**src/rtl/lane_tx_scheduler_if.sv**
```systemverilog
// Symbol-lane bundle: TLP/DLLP source handshakes in, framed 8-bit lane out.
// master = source/lane consumer side, slave = scheduler side.
interface lane_tx_scheduler_if;
  logic       tlp_req;
  logic [7:0] tlp_data;
  logic       tlp_last;
  logic       tlp_ack;
  logic       dllp_req;
  logic [7:0] dllp_data;
  logic       dllp_last;
  logic       dllp_ack;
  logic       valid_out;
  logic [7:0] data_out;
  logic       ctrl_out;

  modport master (
    output tlp_req, tlp_data, tlp_last, dllp_req, dllp_data, dllp_last,
    input  tlp_ack, dllp_ack, valid_out, data_out, ctrl_out
  );

  modport slave (
    input  tlp_req, tlp_data, tlp_last, dllp_req, dllp_data, dllp_last,
    output tlp_ack, dllp_ack, valid_out, data_out, ctrl_out
  );
endinterface

```
**src/rtl/lane_tx_scheduler.sv**
```systemverilog
// Shares one 8-bit symbol lane between TLP, DLLP and SKP ordered sets, framing packets.
// Define LANE_SCHED_SKP_EN to build the periodic SKP timer and SKP ordered-set insertion.
module lane_tx_scheduler #(
  parameter int SKP_INTERVAL = 64,
  parameter int SKP_LEN      = 3
) (
  input  logic               clk,
  input  logic               reset_L,
  lane_tx_scheduler_if.slave bus
);
  localparam logic [7:0] SYM_STP = 8'hFB;
  localparam logic [7:0] SYM_SDP = 8'h5C;
  localparam logic [7:0] SYM_END = 8'hFD;
  localparam logic [7:0] SYM_EDB = 8'hFE;
  localparam logic [7:0] SYM_SKP = 8'h1C;
  localparam logic [7:0] SYM_IDL = 8'h7C;
  localparam logic [7:0] SYM_COM = 8'hBC;

  typedef enum logic [2:0] {IDLE, SKP_OS, TLP_BODY, DLLP_BODY, PKT_END} state_t;

  state_t     state, state_n;
  logic       last_grant, last_grant_n;  // 1: DLLP was granted last
  logic [2:0] skp_cnt, skp_cnt_n;
  logic       skp_pending;
  logic       com_emit;
  logic       grant_tlp, grant_dllp;
  logic [7:0] sym_n;
  logic       ctrl_n;

  // Round-robin: on a tie the source not granted last wins.
  assign grant_tlp  = bus.tlp_req & (~bus.dllp_req | last_grant);
  assign grant_dllp = bus.dllp_req & ~grant_tlp;
  assign com_emit   = (state == IDLE) & skp_pending;

  assign bus.tlp_ack  = (state == TLP_BODY)  & bus.tlp_req;
  assign bus.dllp_ack = (state == DLLP_BODY) & bus.dllp_req;

`ifdef LANE_SCHED_SKP_EN
  localparam logic [15:0] SKP_WRAP = 16'(SKP_INTERVAL - 1);
  logic [15:0] skp_timer;
  logic        skp_wrap;

  assign skp_wrap = (skp_timer == SKP_WRAP);

  // A wrap while a request is still outstanding just keeps it pending.
  always_ff @(posedge clk or negedge reset_L) begin
    if (!reset_L) begin
      skp_timer   <= '0;
      skp_pending <= 1'b0;
    end else begin
      skp_timer   <= skp_wrap ? '0 : skp_timer + 16'd1;
      skp_pending <= skp_wrap | (skp_pending & ~com_emit);
    end
  end
`else
  // Never true for a legal interval, so no SKP ordered set is ever requested.
  assign skp_pending = (SKP_INTERVAL == 0);
`endif

  always_ff @(posedge clk or negedge reset_L) begin
    if (!reset_L) begin
      state      <= IDLE;
      last_grant <= 1'b1;
      skp_cnt    <= '0;
    end else begin
      state      <= state_n;
      last_grant <= last_grant_n;
      skp_cnt    <= skp_cnt_n;
    end
  end

  always_comb begin
    state_n      = state;
    last_grant_n = last_grant;
    skp_cnt_n    = skp_cnt;
    case (state)
      IDLE: begin
        if (skp_pending) begin
          state_n   = SKP_OS;
          skp_cnt_n = 3'(SKP_LEN);
        end else if (grant_tlp) begin
          state_n      = TLP_BODY;
          last_grant_n = 1'b0;
        end else if (grant_dllp) begin
          state_n      = DLLP_BODY;
          last_grant_n = 1'b1;
        end
      end
      SKP_OS: begin
        skp_cnt_n = skp_cnt - 3'd1;
        if (skp_cnt == 3'd1) state_n = IDLE;
      end
      TLP_BODY: begin
        if (!bus.tlp_req)      state_n = IDLE;
        else if (bus.tlp_last) state_n = PKT_END;
      end
      DLLP_BODY: begin
        if (!bus.dllp_req)      state_n = IDLE;
        else if (bus.dllp_last) state_n = PKT_END;
      end
      PKT_END: state_n = IDLE;
      default: state_n = IDLE;
    endcase
  end

  // Symbol chosen this cycle; it reaches the lane after the edge.
  always_comb begin
    sym_n  = SYM_IDL;
    ctrl_n = 1'b1;
    case (state)
      IDLE: begin
        if (skp_pending)     sym_n = SYM_COM;
        else if (grant_tlp)  sym_n = SYM_STP;
        else if (grant_dllp) sym_n = SYM_SDP;
      end
      SKP_OS: sym_n = SYM_SKP;
      TLP_BODY: begin
        if (bus.tlp_req) begin
          sym_n  = bus.tlp_data;
          ctrl_n = 1'b0;
        end else begin
          sym_n  = SYM_EDB;
        end
      end
      DLLP_BODY: begin
        if (bus.dllp_req) begin
          sym_n  = bus.dllp_data;
          ctrl_n = 1'b0;
        end else begin
          sym_n  = SYM_EDB;
        end
      end
      PKT_END: sym_n = SYM_END;
      default: sym_n = SYM_IDL;
    endcase
  end

  always_ff @(posedge clk or negedge reset_L) begin
    if (!reset_L) begin
      bus.valid_out <= 1'b0;
      bus.data_out  <= 8'h00;
      bus.ctrl_out  <= 1'b0;
    end else begin
      bus.valid_out <= 1'b1;
      bus.data_out  <= sym_n;
      bus.ctrl_out  <= ctrl_n;
    end
  end
endmodule

```
**src/flat_wrapper.sv**
```systemverilog
// flat-port wrapper written by rule: the top's interface ports become plain ports
module lane_tx_scheduler_flat 
#(
  parameter int SKP_INTERVAL = 64,
  parameter int SKP_LEN      = 3
)
  (clk, reset_L, bus_tlp_req, bus_tlp_data, bus_tlp_last, bus_dllp_req, bus_dllp_data, bus_dllp_last, bus_tlp_ack, bus_dllp_ack, bus_valid_out, bus_data_out, bus_ctrl_out);
  lane_tx_scheduler_if bus_i ();
  input  logic clk;
  input  logic reset_L;
  input wire logic [$bits(bus_i.tlp_req)-1:0] bus_tlp_req;
  input wire logic [$bits(bus_i.tlp_data)-1:0] bus_tlp_data;
  input wire logic [$bits(bus_i.tlp_last)-1:0] bus_tlp_last;
  input wire logic [$bits(bus_i.dllp_req)-1:0] bus_dllp_req;
  input wire logic [$bits(bus_i.dllp_data)-1:0] bus_dllp_data;
  input wire logic [$bits(bus_i.dllp_last)-1:0] bus_dllp_last;
  output wire logic [$bits(bus_i.tlp_ack)-1:0] bus_tlp_ack;
  output wire logic [$bits(bus_i.dllp_ack)-1:0] bus_dllp_ack;
  output wire logic [$bits(bus_i.valid_out)-1:0] bus_valid_out;
  output wire logic [$bits(bus_i.data_out)-1:0] bus_data_out;
  output wire logic [$bits(bus_i.ctrl_out)-1:0] bus_ctrl_out;
  assign bus_i.tlp_req = bus_tlp_req;
  assign bus_i.tlp_data = bus_tlp_data;
  assign bus_i.tlp_last = bus_tlp_last;
  assign bus_i.dllp_req = bus_dllp_req;
  assign bus_i.dllp_data = bus_dllp_data;
  assign bus_i.dllp_last = bus_dllp_last;
  assign bus_tlp_ack = bus_i.tlp_ack;
  assign bus_dllp_ack = bus_i.dllp_ack;
  assign bus_valid_out = bus_i.valid_out;
  assign bus_data_out = bus_i.data_out;
  assign bus_ctrl_out = bus_i.ctrl_out;
  lane_tx_scheduler #(.SKP_INTERVAL(SKP_INTERVAL), .SKP_LEN(SKP_LEN)) u_core (.clk(clk), .reset_L(reset_L), .bus(bus_i));
endmodule
```
**config.mk**
```make
export PLATFORM = sky130hd
export DESIGN_NAME = lane_tx_scheduler_flat
export DESIGN_NICKNAME = d
export VERILOG_FILES = /design/src/rtl/lane_tx_scheduler_if.sv /design/src/rtl/lane_tx_scheduler.sv /design/src/flat_wrapper.sv
export SDC_FILE = /design/constraint.sdc
export NUM_CORES = 1
export LEC_CHECK = 0
export ABC_CLOCK_PERIOD_IN_PS = 1650
export BUFFER_PORTS_ARGS = -buffer_cell sky130_fd_sc_hd__buf_2
export CAP_MARGIN = 20
export CORE_MARGIN = 4
export CORE_UTILIZATION = 42
export CTS_CLUSTER_DIAMETER = 50
export DETAILED_ROUTE_END_ITERATION = 7
export PLACE_DENSITY = 0.83
export SYNTH_ARGS = -nofsm -noshare
export SYNTH_HDL_FRONTEND = slang
export SYNTH_SLANG_ARGS = --single-unit
```
**constraint.sdc**
```tcl
create_clock -name clk -period 1.65 [get_ports clk]
set_clock_uncertainty 0.1 [all_clocks]
set_input_delay 0.33 -clock clk [delete_from_list [all_inputs] [get_ports clk]]
set_output_delay 0.33 -clock clk [all_outputs]
set_load 0.005 [all_outputs]
```
== Word-level counts from Yosys, hierarchy flattened ==
Index checks and enable logic that the tools add are counted.
Widths: inputs -> output; s select.
Storage, ports and cells
  output and inout bits: 12
  logic and storage cells: 45
  bits in registers: 17
  input port bits: 22
Operators by class
  bitwise gates (word level): 7
  muxes and demuxes: 18
  add/subtract/negate cells: 1
  equal/unequal tests: 9
  reduce and logical (&&, ||, !) cells: 4
Operators by type and width (count)
  $pmux 8 s5: 1
  $mux 8: 3
  $mux 3: 7
  $pmux 3 s4: 1
  $eq 3x1->1 const B: 2
  $eq 3x2->1 const B: 2
  $mux 6: 1
  $ne 3x3->1 const B: 2
  $and 1x1->1: 4
  $mux 1: 4
  $reduce_and 4->1: 1
  $eq 3x3->1 const B: 1
  $logic_not 3->1: 1
  $ne 3x1->1 const B: 1
  $sub 3x1->3 const B: 1
  $ne 2x1->1 const B: 1
  $not 1->1: 2
  $pmux 1 s2: 1
  $reduce_and 2->1: 1
  $reduce_bool 2->1: 1
  $or 1x1->1: 1

== Depth between registers and ports, before layout ==
Gate-level depths: netlist (run 1).
  word-level depth: 8
  mapped depth: 6
  mapped depth without buffers: 6

== Worst setup path after synthesis (run 1) ==
OpenSTA, ideal clock, no wires.
  path type: flip-flop to flip-flop
  start: register u_core.state[2]
  end: register u_core.state[1]
  clock period less this slack: 1673 ps
  setup time: 125 ps
  data required time: 1425 ps
  stages on the path, launching flop included: 7
  buffers on the path: 2
  path slack: -23 ps
  arrival time: 1448 ps
  cells stage by stage: dfrtp_1 > buf_6 > or3b_1 > buf_2 > o22ai_2 > nor2_1 > mux2_4
On the way
  cells in the longest elaborated chain, start to end: 3
  elaborated cells on any way between the ends: 10
  classes of those cells: 7 x eq/ne; 1 x mux; 2 x reduce/logical
Ends and longest elaborated chain
  start, declared: RTL line lane_tx_scheduler.sv:21  | state_t state, state_n;
  start signal, assigned: RTL line lane_tx_scheduler.sv:66  | state <= state_n;
  $eq 3x2->1, or another cell as far along: RTL line lane_tx_scheduler.sv:76  | case (state)
  $ne 3x3->1 (no line), or another cell as far along
  $reduce_and 4->1 (no line)
Several ways; a longest one is shown, not always the timed one.
A chain may end at the register's enable or synchronous reset.

== Worst setup path in the final report (run 1) ==
  start: register u_core.state[1]
  end: register u_core.state[1]
The elaborated chain is that of the path after synthesis.

==> flow_metrics.tcl, run 1 <==
set metrics [dict create \
    synth_mux_area_frac 0.0177 \
    setup_violations 1 \
    path_delay_family "flip-flops" \
    die_h_um 52.9 \
    seq_power_share 0.364 \
    core_um2 1820 \
    slowest_delay_ps 420 \
    nNetsFinal 160 \
    synth_edf_count 0 \
    grt_pass1_vias 672 \
    max_freq_mhz 605 \
    period_share 1.00 \
    min_period_ps 1650 \
    synthesis.area_um2 847 \
    final_cell_mix "buf_2 (32), buf_4 (16), dfrtp_1 (16)" \
    seq_area_um2 427 \
    stdcell_count 160 \
    whs_path_depth 2 \
    p_per_area_nw_per_um2 1590 \
    fin_area_um2 1200 \
    firstDrtPassIters 4 \
    crit_chain "buf_6, nand4b_1, buf_4, o22ai_2, nor2_1, mux2_4" \
    ant_nets 0 \
    outcome "complete, but fails checks" \
    synth_fp_nets 109 \
    cp_num_buf_inv 2 \
    synth-compound-area-share 0.183 \
    fill_cells 138 \
    synthCells 85 \
    finalPower_w 0.00191 \
    initial_core_util 0.465 \
    cp_num_cells 6 \
    ff2ff_setup_slack_ps -4 \
    antenna_found_initial 0 \
    dieArea_um2 2800 \
    numCtsBuffers 3 \
    routedWlPerCell_um 13.3 \
    htree_levels 1 \
    r2r-start "u_core.state[1]" \
    cp_data_required_time_ps 1730 \
    postPlaceCellArea_um2 1080 \
    fp.dieW_um 52.9 \
    r2r_cells 6 \
    worst-setup-path-type "reg -> reg" \
    grt_pass1_wl_um 2820 \
    hold_end "u_core.bus.data_out[3]" \
    hold_path.class "in -> reg" \
    ys_types 32 \
    drive_above_1_share 0.459 \
    n_antenna_cell 0 \
    yosysSeqAreaShare 0.504 \
    ioPinCount 34 \
    synth_top_cells_by_area "dfrtp_1 (47%), a21oi_1 (4.1%), dfstp_2 (3.1%), inv_1 (3.1%), nor2_1 (3.1%)" \
    hold_viol 0 \
    violations "negative setup slack" \
    p_clk_frac 0.116 \
    path_max_fanout 5 \
    place_inst 148 \
    viasPerCell 4.87 \
    placementRows 15 \
    rsz0062_at_grt "true" \
    r2r-end "u_core.state[1]" \
    yosys_warnings 0 \
    crit_path_end_kind "flop" \
    cts.sinks 17 \
    synthFlopType "dfrtp_1" \
    synth_xor_area_frac 0.0207 \
    switching_share 0.360 \
    cts_root_buf "clkbuf_4" \
    yosysTopAreaCellShare 0.473 \
    netlist.top_cell.by_area "dfrtp_1" \
    multi_input_area_um2 382 \
    post-dp-hpwl_um 1430 \
    drv_slew 0 \
    p_int_w 0.00123 \
    fin_ws_ps -3.91 \
    avgSynthCellArea_um2 9.97 \
    drt-total-wl_um 2140 \
    clk_latency_ps 290 \
    start_kind "flop" \
    clkTransAtPathRegs_ps 90 \
    critical-path-slowest-cell "dfrtp_1" \
    drc_errors 0 \
    gp_congestion 0.852 \
    p_leak_nw 0.599 \
    yosys.area_share.simple 0.168 \
    cts_buffer_depth 2 \
    ir_drop_mv 0.847 \
    async_reset_ff_frac 1.00 \
    overflow 0 \
    final_common_cell "buf_2" \
    synth-adder-area-share 0.0295 \
    drt_iter0_markers 18 \
    crit_arrival_ps 1730 \
    cts_tree "done" \
    area_growth_pct 42.2 \
    grt_usage 0.141 \
    vias 779 \
    p_switching_w 0.000689 \
    cap_violations 0 \
    min_from "bus_dllp_data[3]" \
    p_comb_frac 0.519 \
    grt_max_degree 18 \
    synth_top_family_by_area "compound AO/OA/AOI/OAI gates" \
    final.setup.tns_ps -3.91 \
    post-place-ws_ps 10.1 \
    io_buffers 33 \
    ys_ff_latch 17 \
]
layer usage:
| metal | vias to the layer above | share of wire | global-route usage |
|---|---|---|---|
| met5 | - | 0 | 0 |
| met4 | 0 | 0.022 | 0.102 |
| met3 | 4 | 0.075 | 0.0169 |
| met2 | 38 | 0.47 | 0.211 |
| met1 | 346 | 0.43 | 0.185 |
| li1 | 391 | - | - |
logic make-up after synthesis:
| kind of cell | Yosys count |
|---|---|
| and+or+nand+nor | 27 |
| AOI/OAI and AO/OA | 23 |
| adders and majority gates | 2 |
| buffers and inverters | 12 |
| other | 1 |
| xor gates and xnor gates | 2 |
| muxes | 1 |
| DFF | 17 |
final cells by class:
class	count	area share
sequential	17	0.354
multi-input combinational	56	0.317
timing repair buffer	51	0.260
tap	25	0.0260
clock buffer	4	0.0218
inverter	7	0.0218
sequential cells by signal, indices dropped and copies added, names as in the netlist:
signal	cells
u_core.bus.valid_out	1
u_core.state	3
u_core.bus.data_out	8
u_core.last_grant	1
u_core.skp_cnt	3
u_core.bus.ctrl_out	1
how the worst max path moves through the flow:
stage | from | endpoint | slack [ps]
after global routing | u_core.state[1] | u_core.state[1] | -60
after detailed placement | bus_dllp_req | u_core.state[1] | 10
final | u_core.state[1] | u_core.state[1] | -4
after global placement | bus_dllp_req | u_core.state[1] | 20
after floorplan | u_core.state[2] | u_core.state[1] | 10
after CTS | u_core.state[2] | bus_tlp_ack | -70
cells in the mapped netlist, types with 2 or more instances:
cell and number:
a21oi_1 7, buf_6 2, clkbuf_1 2, dfrtp_1 16, ha_1 2, inv_1 7
nand2_1 6, nand2b_1 4, nor2_1 7, nor3_1 2, o21ai_0 4, o21bai_1 2
o22ai_1 3, o32a_1 2, or3_1 2
timing repair:
action	in CTS	in global routing
pin swaps	1	1
endpoints found under the setup margin	3	3
hold buffers	1	0
buffers inserted	1	6
gates resized for setup	2	6
gates cloned	0	0
hold endpoints to repair	16	0
through the flow:
step                 util  hold WS, ps
detailed placement  0.595          166
global placement    0.595          164
floorplan               -        -65.6
finish              0.662          181
CTS                 0.621          156
global route        0.662          174
power by group through the flow:
stage                     Sequential (W)  Clock (W)  Combinational [W]
after floorplan                 0.000685          0           0.000577
after global placement          0.000694          0           0.000841
after global routing            0.000714   0.000246            0.00110
final                           0.000698   0.000223           0.000994
after detailed placement        0.000699          0           0.000868
after CTS                       0.000691   0.000232           0.000883
Power figures use the tool's default switching activity.
==> inputs of run 2 (changes only) <==
- CTS_BUF_LIST: not set -> sky130_fd_sc_hd__clkbuf_8 sky130_fd_sc_hd__clkbuf_16
==> flow_metrics.tcl, run 2 (synthesis results as in run 1) <==
set metrics [dict create \
    slowest_delay_ps 430 \
    cts_root_buf "clkbuf_8" \
    post-route-util 0.646 \
    cts_tree "done" \
    path_max_fanout 6 \
    post-dp-hpwl_um 1430 \
    cp_num_buf_inv 1 \
    largest_registers "u_core.bus.data_out x8, u_core.skp_cnt x3, u_core.state x3" \
    dieArea_um2 2800 \
    grt.met2_usage 0.229 \
    core_um2 1820 \
    grt_max_degree 18 \
    gp_congestion 0.852 \
    fin_ws_ps -12.3 \
    drc_errors 0 \
    final_common_cell "buf_2" \
    start_kind "flop" \
    firstDrtPassIters 4 \
    outcome "complete, but fails checks" \
    p_leak_nw 0.584 \
    cts.sinks 17 \
    ir_drop_mv 0.869 \
    min_period_ps 1660 \
    drv_slew 0 \
    cts_buffer_depth 2 \
    placementRows 15 \
    antenna_found_initial 0 \
    clkTransAtPathRegs_ps 60 \
    drt_iter0_markers 8 \
    initial_core_util 0.465 \
    n_antenna_cell 0 \
    max_freq_mhz 602 \
    grt_pass1_vias 689 \
    overflow 0 \
    ant_nets 0 \
    die_h_um 52.9 \
    met1_usage 0.183 \
    worst-setup-path-type "reg -> out" \
    clk_latency_ps 250 \
    numCtsBuffers 3 \
    period_share 1.01 \
    viasPerCell 4.87 \
    io_buffers 33 \
    drive_above_1_share 0.435 \
    cp_data_required_time_ps 1220 \
    grt_pass1_wl_um 2920 \
    area_growth_pct 38.8 \
    grt.busiest_layer "met2" \
    grt_usage 0.149 \
    met3_usage 0.0254 \
    largest_reg_flops 8 \
    final_cell_mix "buf_2 (32), dfrtp_1 (16), buf_4 (12)" \
    crit_arrival_ps 1230 \
    crit_path_end_kind "output port" \
    ioPinCount 34 \
    htree_levels 1 \
    hold_path.class "in -> reg" \
    drt-total-wl_um 1990 \
    final.setup.tns_ps -18.7 \
    violations "negative setup slack" \
    fp.dieW_um 52.9 \
    hold_viol 0 \
    crit_chain "nand2b_2, nor2_2, buf_2" \
    critical-path-slowest-cell "dfrtp_1" \
    setup_violations 2 \
    vias 760 \
    cap_violations 0 \
    p_per_area_nw_per_um2 1630 \
    nNetsFinal 156 \
    rsz0062_at_grt "true" \
    path_delay_family "flip-flops" \
    routedWlPerCell_um 12.8 \
    top_register "u_core.bus.data_out" \
]
==> run 2: cell types whose count changed in the layout (fill, tap and decap cells not counted) <==
cell and change:
clkbuf_1 -1, nand2b_1 +1, nand2b_2 +1, clkbuf_8 +3, nand2b_4 -2, nor2_4 -1, nor2_2 +1, buf_4 -4
clkbuf_4 -3, inv_1 +1
==> run 2: per-layer routing <==
| layer | share of wire | wire length, um | up-vias |
|---|---|---|---|
| met4 | 0.031 | 62 | 0 |
| met5 | 0 | 0 | - |
| met3 | 0.073 | 145 | 5 |
| met1 | 0.43 | 849 | 341 |
| li1 | - | - | 384 |
| met2 | 0.47 | 931 | 30 |
==> run 2: report_power, final <==
| part | total (W) | switching, W | internal, W | leakage, nW |
|---|---|---|---|---|
| Combinational | 0.000917 | 0.000433 | 0.000484 | 0.363 |
| Sequential | 0.000697 | 0.0000952 | 0.000602 | 0.194 |
| Clock | 0.000298 | 0.000133 | 0.000165 | 0.0269 |
==> run 2: layout make-up <==
type,count,area (um^2)
tap,25,31.3
inverter,7,26.3
clock inverter,1,3.75
timing repair buffer,47,283
multi-input combinational,56,364
clock buffer,3,41.3
sequential,17,427
fill,151,644
==> run 2: stage by stage <==
step           power [W]  worst slack (ps)  hold WS (ps)  cell area, um^2  instances
6_report         0.00191             -12.3           224             1180        156
2_1_floorplan    0.00126              13.4         -65.6              853         85
3_5_place_dp     0.00157              10.1           166             1080        148
3_3_place_gp     0.00153              19.1           164             1080        148
4_1_cts          0.00189             -13.8           201             1150        154
5_1_grt          0.00206             -71.5           217             1180        156
==> run 2: worst reg2reg max path, stage by stage (launching register included) <==
cell and delay (ps):
dfrtp_1 420, or3_1 400, a211oi_2 210, nor2_1 80
mux2_4 300
==> run 2: final timing paths <==
check | start | end | slack [ps] | cells past startpoint
setup / recovery | u_core.state[2] | bus_tlp_ack | -10 | 3
hold / removal | bus_dllp_data[0] | u_core.bus.data_out[0] | 220 | 2
setup reg to reg | u_core.state[1] | u_core.state[1] | 30 | 4
hold reg to reg | u_core.skp_cnt[2] | u_core.skp_cnt[2] | 370 | 1
max in group asynchronous | reset_L | u_core.last_grant | 710 | 2
min in group asynchronous | reset_L | u_core.bus.data_out[1] | 430 | 2
==> run 2: timing repair <==
| item | CTS | global route |
|---|---|---|
| cloned | 0 | 0 |
| hold buffers | 1 | 0 |
| hold endpoints to repair | 16 | 0 |
| buffers inserted | 1 | 2 |
| pin swaps | 1 | 1 |
| endpoints found under the setup margin | 3 | 3 |
| resized for setup | 2 | 3 |
